--- config.mk ---
export PLATFORM = sky130hd
export DESIGN_NAME = exe_stage
export DESIGN_NICKNAME = d
export VERILOG_FILES = /design/src/rtl/exe_stage.sv
export SDC_FILE = /design/constraint.sdc
export NUM_CORES = 1
export LEC_CHECK = 0
export BUFFER_PORTS_ARGS = -buffer_cell sky130_fd_sc_hd__buf_2
export CAP_MARGIN = 5
export CORE_MARGIN = 3
export CORE_UTILIZATION = 30
export CTS_CLUSTER_SIZE = 24
export DETAILED_ROUTE_END_ITERATION = 10
export PLACE_DENSITY = 0.54
export SLEW_MARGIN = 10
export SYNTH_ARGS = -nofsm -noshare
export SYNTH_HDL_FRONTEND = slang
export SYNTH_SLANG_ARGS = --single-unit
--- constraint.sdc ---
create_clock -name clk -period 14.1 [get_ports clk]
set_input_delay 1.41 -clock clk [delete_from_list [all_inputs] [get_ports clk]]
set_output_delay 1.41 -clock clk [all_outputs]
set_load 0.05 [all_outputs]
--- src/rtl/exe_stage.sv ---
// Execute stage: single-cycle ALU, branch resolution, and a 34-cycle iterative
// MUL/DIVU unit that freezes upstream registers and bubbles downstream controls.
module exe_stage (
  input  logic        clk,
  input  logic        rst,
  input  logic [3:0]  EXE_CMD,
  input  logic [31:0] Val1,
  input  logic [31:0] Val2,
  input  logic [31:0] Reg2,
  input  logic [31:0] PC_in,
  input  logic [1:0]  Br_type,
  input  logic [4:0]  Dest_in,
  input  logic        MEM_R_EN_in,
  input  logic        MEM_W_EN_in,
  input  logic        WB_EN_in,
  output logic [31:0] ALU_result,
  output logic [31:0] Br_addr,
  output logic        Br_taken,
  output logic [31:0] Reg2_out,
  output logic [4:0]  Dest,
  output logic        MEM_R_EN,
  output logic        MEM_W_EN,
  output logic        WB_EN,
  output logic        stall
);

  localparam int unsigned W    = 32;
  localparam int unsigned CW   = 6;
  localparam logic [3:0]  CMD_MUL  = 4'b1100;
  localparam logic [3:0]  CMD_DIVU = 4'b1110;

  typedef enum logic [1:0] {IDLE, BUSY, DONE} state_t;

  state_t        state, state_nxt;
  logic [CW-1:0] cnt, cnt_nxt;
  logic [W-1:0]  op_a, op_a_nxt;   // MUL: shifted multiplicand; DIVU: dividend/quotient
  logic [W-1:0]  op_b, op_b_nxt;   // MUL: shifted multiplier;   DIVU: divisor
  logic [W-1:0]  acc, acc_nxt;     // MUL: partial product;      DIVU: remainder
  logic          is_div, is_div_nxt;
  logic          fsm_stall, use_latched;
  logic          multi_cmd, br_cond;
  logic [W-1:0]  alu_single;
  logic [W:0]    rem_sh, divisor_ext;

  assign multi_cmd   = (EXE_CMD == CMD_MUL) || (EXE_CMD == CMD_DIVU);
  assign rem_sh      = {acc, op_a[W-1]};
  assign divisor_ext = {1'b0, op_b};

  always_comb begin
    alu_single = '0;
    case (EXE_CMD)
      4'b0000: alu_single = Val1 + Val2;
      4'b0010: alu_single = Val1 - Val2;
      4'b0100: alu_single = Val1 & Val2;
      4'b0101: alu_single = Val1 | Val2;
      4'b0110: alu_single = ~(Val1 | Val2);
      4'b0111: alu_single = Val1 ^ Val2;
      4'b1000: alu_single = Val1 << Val2[4:0];
      4'b1001: alu_single = W'($signed(Val1) >>> Val2[4:0]);
      4'b1010: alu_single = Val1 >> Val2[4:0];
      default: alu_single = '0;
    endcase
  end

  always_ff @(posedge clk or posedge rst) begin
    if (rst) begin
      state  <= IDLE;
      cnt    <= '0;
      op_a   <= '0;
      op_b   <= '0;
      acc    <= '0;
      is_div <= 1'b0;
    end else begin
      state  <= state_nxt;
      cnt    <= cnt_nxt;
      op_a   <= op_a_nxt;
      op_b   <= op_b_nxt;
      acc    <= acc_nxt;
      is_div <= is_div_nxt;
    end
  end

  always_comb begin
    state_nxt   = state;
    cnt_nxt     = cnt;
    op_a_nxt    = op_a;
    op_b_nxt    = op_b;
    acc_nxt     = acc;
    is_div_nxt  = is_div;
    fsm_stall   = 1'b0;
    use_latched = 1'b0;
    case (state)
      IDLE: begin
        if (multi_cmd) begin
          fsm_stall  = 1'b1;
          op_a_nxt   = Val1;
          op_b_nxt   = Val2;
          acc_nxt    = '0;
          is_div_nxt = (EXE_CMD == CMD_DIVU);
          cnt_nxt    = '0;
          state_nxt  = BUSY;
        end
      end
      BUSY: begin
        fsm_stall = 1'b1;
        cnt_nxt   = CW'(cnt + CW'(1));
        if (is_div) begin
          // Restoring step; a zero divisor always subtracts, yielding all-ones.
          if (rem_sh >= divisor_ext) begin
            acc_nxt  = W'(rem_sh - divisor_ext);
            op_a_nxt = {op_a[W-2:0], 1'b1};
          end else begin
            acc_nxt  = rem_sh[W-1:0];
            op_a_nxt = {op_a[W-2:0], 1'b0};
          end
        end else begin
          if (op_b[0]) acc_nxt = acc + op_a;
          op_a_nxt = {op_a[W-2:0], 1'b0};
          op_b_nxt = {1'b0, op_b[W-1:1]};
        end
        if (cnt == CW'(W - 1)) state_nxt = DONE;
      end
      DONE: begin
        use_latched = 1'b1;
        state_nxt   = IDLE;
      end
      default: state_nxt = IDLE;
    endcase
  end

  assign br_cond = (Br_type == 2'd3) ||
                   ((Br_type == 2'd1) && (Val1 == '0)) ||
                   ((Br_type == 2'd2) && (Val1 != Reg2));

  assign stall      = fsm_stall & ~rst;
  assign ALU_result = use_latched ? (is_div ? op_a : acc) : alu_single;
  assign Br_addr    = PC_in + {Val2[W-3:0], 2'b00};
  assign Br_taken   = br_cond & ~stall & ~rst;
  assign Reg2_out   = Reg2;
  assign Dest       = Dest_in;
  assign MEM_R_EN   = MEM_R_EN_in & ~stall & ~rst;
  assign MEM_W_EN   = MEM_W_EN_in & ~stall & ~rst;
  assign WB_EN      = WB_EN_in & ~stall & ~rst;

endmodule

Yosys cells after proc, flatten, opt, wreduce, memory -nomap -nowiden
Index checks and enable logic that the tools add are counted.
Cells by class
  $add $sub $neg: 6
  magnitude comparators: 1
  equal/unequal tests: 21
  shift-type cells: 3
  muxes and demuxes: 23
  bitwise operators: 15
  reductions and logical operators: 14
Operators with widths (count)
  two-way mux 32 bit: 9
  one-hot mux 32 bit (9 select lines): 1
  one-hot mux 32 bit (2 select lines): 3
  adder 32 bit: 3
  subtractor 32 bit: 2
  >= comparator 33 x 32 -> 1 bit: 1
  bitwise AND 32 bit: 1
  zero test 32 bit: 1
  != test 32 bit: 1
  inverter 32 bit: 1
  bitwise OR 32 bit: 1
  left shift 32 x 5 -> 32 bit: 1
  right shift 32 x 5 -> 32 bit: 1
  >>> shifter 32 x 5 -> 32 bit: 1
  bitwise XOR 32 bit: 1
  == test 4 bit (second input constant): 5
  == test 4 x 3 -> 1 bit (second input constant): 4
  one-hot mux 6 bit (2 select lines): 1
  bitwise AND 1 bit: 9
  adder 6 x 1 -> 6 bit (second input constant): 1
  == test 2 bit (second input constant): 3
  == test 6 x 5 -> 1 bit (second input constant): 1
  two-way mux 6 bit: 1
  != test 2 bit (second input constant): 3
  other kinds (15): 27
Word-level totals
  bits in registers: 105
  input port bits: 144
  logic and storage cells: 89

Longest topological paths before layout
Gate-level depths: netlist of run 1.
  word-level depth: 8
  depth in mapped cells: 21
  gate-level depth less buffers: 18

Least setup slack after synthesis of run 1
No wires, ideal clock.
  path kind: input-to-output
  from: in Val2[0]
  to: out ALU_result[24]
  arrival: 6.115 ns
  path slack: 6.575 ns
  stages: 19
  path buffers: 3
  cells stage by stage: buf_2 clkinv_1 buf_2 buf_1 ha_1 nand4b_1 nor2b_1 nand2_1 o21ai_0 xnor2_1 ha_1 and3_1 a221oi_1 o21ai_0 a21oi_1 nor2_1 o41ai_1 xor2_1 o21ai_0
On the way
  longest elaborated chain between the ends: 3
  elaborated cells between the ends (all ways): 7
  classes of those cells: 2 x add/sub; 3 x shift; 2 x mux
RTL lines
  start: declaration: line 8  | input logic [31:0] Val2,
  subtractor 32 bit (tied with other cells): line 53  | 4'b0010: alu_single = Val1 - Val2;
  one-hot mux 32 bit (9 select lines) *: line 51  | case (EXE_CMD)
  two-way mux 32 bit *: line 136  | assign ALU_result = use_latched ? (is_div ? op_a : acc) : alu_single;
  end: declaration: line 16  | output logic [31:0] ALU_result,
Mark *: on every way between the ends. The rest lies on a longest branch, timed or not.

Final worst setup path of run 1
  from: in Val2[4]
  to: out ALU_result[17]
The elaborated chain is that of the path after synthesis.

==> results of run 1 <==
flip-flops by register name, summed over array words and instances, names as in the netlist:
register  cells
op_b         32
is_div        1
op_a         32
acc          32
state         2
cnt           6
cells by family after synthesis:
kind of cell	after synthesis	synth area share, %
buf+inv	336	7.638
xor+xnor	173	8.121
flops	105	14.08
compound gates	851	28.35
simple gates	734	17.84
mux	181	10.80
fa+ha+maj	194	13.17
routing by layer:
metal | vias to the layer above | global-route usage, % | part of all wire, %
li1 | 9448 | - | -
met1 | 9992 | 38.89 | 46
met2 | 976 | 40.45 | 42
met3 | 144 | 5.694 | 8.5
met4 | 0 | 8.124 | 3.4
met5 | - | 0 | 0
worst paths after layout:
kind,slack (ns),cells past startpoint,end
setup / recovery,5.48,18,ALU_result[17]
setup reg to reg,10.23,11,acc[12]
max in group asynchronous,11.64,3,op_b[6]
hold reg to reg,0.50,1,state[1]
hold / removal,0.50,1,state[1]
min in group asynchronous,1.19,2,acc[12]
Yosys cell counts, types with 8 or more instances:
| cell | n |
|---|---|
| a211oi_1 | 47 |
| o21ai_0 | 240 |
| nand3_1 | 45 |
| ha_1 | 190 |
| xnor2_1 | 111 |
| o21a_1 | 13 |
| nor2_1 | 260 |
| buf_2 | 14 |
| a22oi_1 | 12 |
| or3_1 | 12 |
| nor4_1 | 16 |
| buf_4 | 39 |
| dfrtp_1 | 105 |
| or2_2 | 11 |
| buf_1 | 31 |
| o221ai_1 | 12 |
| o21bai_1 | 16 |
| xor2_1 | 62 |
| mux4_2 | 13 |
| mux2i_1 | 135 |
| nor2b_1 | 24 |
| nor3_1 | 30 |
| nand2_1 | 226 |
| nand2b_1 | 39 |
| a31oi_1 | 54 |
| a211o_1 | 19 |
| mux2_2 | 33 |
| o211ai_1 | 20 |
| and2_1 | 9 |
| nand4_1 | 26 |
| inv_1 | 133 |
| a41oi_1 | 8 |
| a21o_1 | 58 |
| a221oi_1 | 15 |
| a21oi_1 | 199 |
| and3_1 | 15 |
| clkbuf_1 | 117 |
| o22ai_1 | 70 |
power by group through the flow:
stage	registers (mW)	logic, mW	clock network, mW
after CTS	0.662	2.82	0.258
after global routing	0.685	3.15	0.270
final	0.665	2.85	0.252
after floorplan	0.567	2.12	0
after detailed placement	0.667	2.80	0
after global placement	0.663	2.77	0
final cells by class:
| cell class | instances | area share [%] |
|---|---|---|
| inverter | 135 | 2.486 |
| multi-input combinational | 2133 | 71.44 |
| tap | 828 | 5.057 |
| clock buffer | 9 | 1.099 |
| sequential | 105 | 12.83 |
| clock inverter | 7 | 0.2565 |
| timing repair buffer | 264 | 6.828 |
through the flow:
stage	total power [mW]	instance area [sq um]
2_1_floorplan	2.691	18660
3_3_place_gp	3.436	20210
3_5_place_dp	3.471	20210
4_1_cts	3.745	20490
5_1_grt	4.105	20490
6_report	3.771	20490
==> results.ini, run 1 <==
[timing]
whs_ns=0.5028
layout_setup_ws_ns=5.479
maxSlewViolCount=0
maxSlewHeadroom_pct=20.11
worst_pin_slew_ns=1.168
min_period_ns=8.621
rsz0062_at_grt=no
max_freq_mhz=116.0
tns_ns=0
hold_viol=0
skew_ns=0.01276
fin_crit_sh_pct=61.14
final-setup-viol-count=0

[yosys]
netlist_area_sq_um=18660
syn_avg_cell_area_sq_um=7.249
synth_cells=2574
synth_seq_area_share_pct=14.08
synth-main-ff-cell=dfrtp_1
synthArstFlopShare_pct=100.0
yosysUniqueCellTypes=78
netlist.top_cell.by_area=dfrtp_1
synth_warnings=0
ys_ff_latch=105
synth_area_leaders=dfrtp_1 (14%), ha_1 (13%), mux2i_1 (7.2%)
synth_nets=2912
synth_edf_count=0
yosys.area.top_type_share_pct=14.08

[global_route]
grt_start_max_net_pins=75
grt_pass1_wl_um=133400
grt.total_usage_pct=27.08
antenna_found_initial=0
grt_overflow=0
grt_pass1_vias=19630

[critical_path]
worst_ep_required_time_ns=12.69
crit_start=Val2[4]
cp_top_family=compound AO/OA/AOI/OAI gates
slowest_stage=a2111oi_0
worst-path-max-fanout=50
cp_slowest_stage_delay_ns=1.04
reg2reg_from=op_b[13]
cp-end-kind=primary output
critical_path.cell_chain=buf_2 > buf_4 > inv_1 > nand4_1 > nor3_1 > and3_1 > nor2_1 > xnor2_1 > ha_1 > and3_1 > a221oi_1 > a2bb2oi_1 > o21ai_0 > a21oi_1 > xnor2_1 > a2111oi_0 > o22ai_1 > buf_2
arrival_ns=7.21
critPathLaunchType=input pin
worst-path-buf-inv=4
worstSetupPathType=in -> out

[final_layout]
area_growth_pct=9.804
finalNonFillerCells=3481
fill_cells=6638
layout_commonest_cell=nor2_1
final_nets=2986
multi_input_area_sq_um=14640
layout_common_cells=nor2_1 (260), o21ai_0 (239), buf_2 (233)
layout-drive-gt1-share_pct=13.61
seqCellArea_sq_um=2629
fin_util_pct=33.63
diodes=0

[clock_tree]
ctsResizeCount=0
cts_tree=built
cts.sinks=105
cts_root_buf=clkbuf_16
path_clk_slew_ns=0.08
numCtsBuffers=9
cts_htree_levels=3
post_cts_buffers=0
insertion_delay_ns=0.37
clk_path_buf_depth=2
hold_buffers=0

[die]
initial_core_util_pct=30.63
rows=90
dieArea_sq_um=65220
die_w_um=255.4
coreArea_sq_um=60920
io_pins=250
die_h_um=255.4

[detailed_routing]
viasPerCell=5.906
routedWlPerCell_um=26.43
dr.pass1.iters=8
wl_um=91990
drt_iter0_drc=2285
via_count=20560
antenna_left=0
drcViolationCount=0

[place]
dp_hpwl_um=72470
place_ws_ns=5.767
port_buffers=235
dp.cells=3465
finalWeightedCongestion=0.9940

[min_path]
min_path_type=reg -> reg
hold_path.startpoint=cnt[5]

[pwr]
powerDensity_nw_per_um2=184.1
ir_drop_mv=0.1287
switching_share_pct=55.92
pwr-share-seq_pct=17.6
switching_power_mw=2.109
p_leak_nw=9.193
p_clk_share_pct=6.7
comb_power_share_pct=75.7
intPower_mw=1.662

[run]
max_cap_viol_count=0

[outcome]
status=finished clean

Power figures use the tool's default switching activity.
==> run 2, diff against run 1 <==
PLACE_DENSITY = 0.56   (was 0.54)
clock period = 7.75 ns   (was 14.1 ns; I/O delays follow)
==> run 2 against run 1 <==
Effect of this change:
- total power is 81% higher
- count of clock-buffer cells in the layout stayed put
- final cell count barely moved
- core utilization up 0.060 points
- combinational power up 80%
- first-iteration DRC count decreased by 10%
- register-to-register slack got worse by 6.2 ns
- worst setup slack got worse by 4.6 ns
- via count is 1.4% lower
- die area did not move
- final area is 0.18% higher
- largest cell class unchanged
==> results.ini, run 2 (synthesis gave the netlist of run 1 again) <==
[outcome]
status=finished clean

[pwr]
pwr-share-seq_pct=17.4
intPower_mw=3.037
switching_share_pct=55.41
p_leak_nw=9.206
powerDensity_nw_per_um2=331.8
ir_drop_mv=0.2469
comb_power_share_pct=75.5
switching_power_mw=3.773
p_clk_share_pct=7.2

[clock_tree]
cts.sinks=105
cts_tree=built
post_cts_buffers=0
path_clk_slew_ns=0.08
hold_buffers=0
clk_path_buf_depth=2
insertion_delay_ns=0.37
ctsResizeCount=0
cts_htree_levels=3
numCtsBuffers=9
cts_root_buf=clkbuf_16

[timing]
min_period_ns=6.854
rsz0062_at_grt=no
tns_ns=0
fin_crit_sh_pct=88.44
max_freq_mhz=145.9
final-setup-viol-count=0
maxSlewViolCount=0
worst_pin_slew_ns=1.155
skew_ns=0.01476
maxSlewHeadroom_pct=23.01
hold_viol=0

[final_layout]
seqCellArea_sq_um=2631
final_nets=2987
fill_cells=6596
multi_input_area_sq_um=14640
fin_util_pct=33.69
area_growth_pct=9.998
finalNonFillerCells=3484
reg_top3=acc (32), op_a (32), op_b (32)
fin_area_sq_um=20520
layout-drive-gt1-share_pct=13.64
layout_commonest_cell=nor2_1
layout_common_cells=nor2_1 (260), o21ai_0 (240), buf_2 (233)

[die]
initial_core_util_pct=30.63
io_pins=250
rows=90
die_h_um=255.4
die_w_um=255.4
dieArea_sq_um=65220
coreArea_sq_um=60920

[place]
post_dp_cell_area_sq_um=20230
port_buffers=235
dp_hpwl_um=65990
finalWeightedCongestion=1.025
dp.cells=3466

[detailed_routing]
wl_um=85230
routedWlPerCell_um=24.46
antenna_left=0
drcViolationCount=0
via_count=20260
dr.pass1.iters=6
viasPerCell=5.816
drt_iter0_drc=2054

[critical_path]
reg2regPathDepth=12
cp-end-kind=primary output
r2r_end=acc[31]
worstSetupPathType=in -> out
worst_ep_required_time_ns=6.97
reg2reg_from=op_b[14]
rrSetupSlack_ns=4.00
arrival_ns=6.08
critPathLaunchType=input pin
worst-path-max-fanout=31

[global_route]
grt_pass1_vias=18760
grt_start_max_net_pins=96
grt.total_usage_pct=24.93
antenna_found_initial=8
grt_overflow=0
grt_pass1_wl_um=125000

[min_path]
min_path_type=reg -> reg
hold_path.startpoint=cnt[5]
hold_end=state[1]
hold_path_depth=1

[run]
max_cap_viol_count=0

==> run 2: changes by cell type in the layout (fill, tap and decap cells not counted), sizes merged <==
cell	previous run	this run
clkinv	6	1
diode	0	2
buf	264	265
inv	136	141
==> run 2: worst max-delay path, stage by stage <==
cell,delay (ns)
buf_4,0.24
nor3_2,0.22
buf_4,0.34
and2_1,0.69
nor2_1,0.13
xnor2_1,0.16
ha_1,0.35
a21o_1,0.20
a21oi_1,0.13
o21ai_0,0.09
a221oi_1,0.29
o21ai_0,0.26
a21oi_1,0.63
nor2_1,0.12
o41ai_1,0.43
xor2_1,0.11
o21ai_0,0.51
buf_2,0.38
==> run 2: worst max path at each step <==
stage | from | end | slack (ns) | cells after the start
after floorplan | Val2[0] | ALU_result[24] | 1.49 | 19
final | EXE_CMD[0] | ALU_result[24] | 0.90 | 18
after CTS | EXE_CMD[0] | ALU_result[24] | 1.18 | 18
after detailed placement | EXE_CMD[0] | ALU_result[24] | 1.21 | 18
after global routing | EXE_CMD[0] | ALU_result[24] | 0.70 | 18
after global placement | EXE_CMD[0] | ALU_result[24] | 1.22 | 18
==> run 2: routing by layer <==
| metal | wire length [um] | track usage [%] | vias up |
|---|---|---|---|
| li1 | - | - | 9467 |
| met1 | 39340 | 37.12 | 9611 |
| met2 | 35150 | 37.07 | 1027 |
| met3 | 7827 | 3.605 | 153 |
| met4 | 2872 | 6.993 | 6 |
| met5 | 41 | 0 | - |
==> run 2: area by class of cell <==
cell class,count,area share (%)
well taps,828,5.048
repair buffers,265,6.852
flip-flops and latches,105,12.82
diodes,2,0.02439
clock buffers,9,1.097
multi-input cells,2133,71.35
clock inverters,7,0.3231
inverters,135,2.481
==> run 2: power groups by stage <==
stage | combinational (mW) | clock (mW) | sequential, mW
final | 5.14 | 0.488 | 1.18
after global routing | 5.65 | 0.515 | 1.22
after CTS | 5.06 | 0.491 | 1.17
after detailed placement | 5.03 | 0 | 1.18
after global placement | 5.04 | 0 | 1.18
after floorplan | 3.86 | 0 | 1.03
==> run 2: stage by stage <==
stage | hold WS, ns | setup WS, ns | power [mW]
after floorplan | 0.4490 | 1.495 | 4.897
after global routing | 0.5360 | 0.6953 | 7.382
after global placement | 0.4812 | 1.216 | 6.216
final | 0.5061 | 0.8962 | 6.810
after CTS | 0.5093 | 1.175 | 6.725
after detailed placement | 0.4752 | 1.206 | 6.208
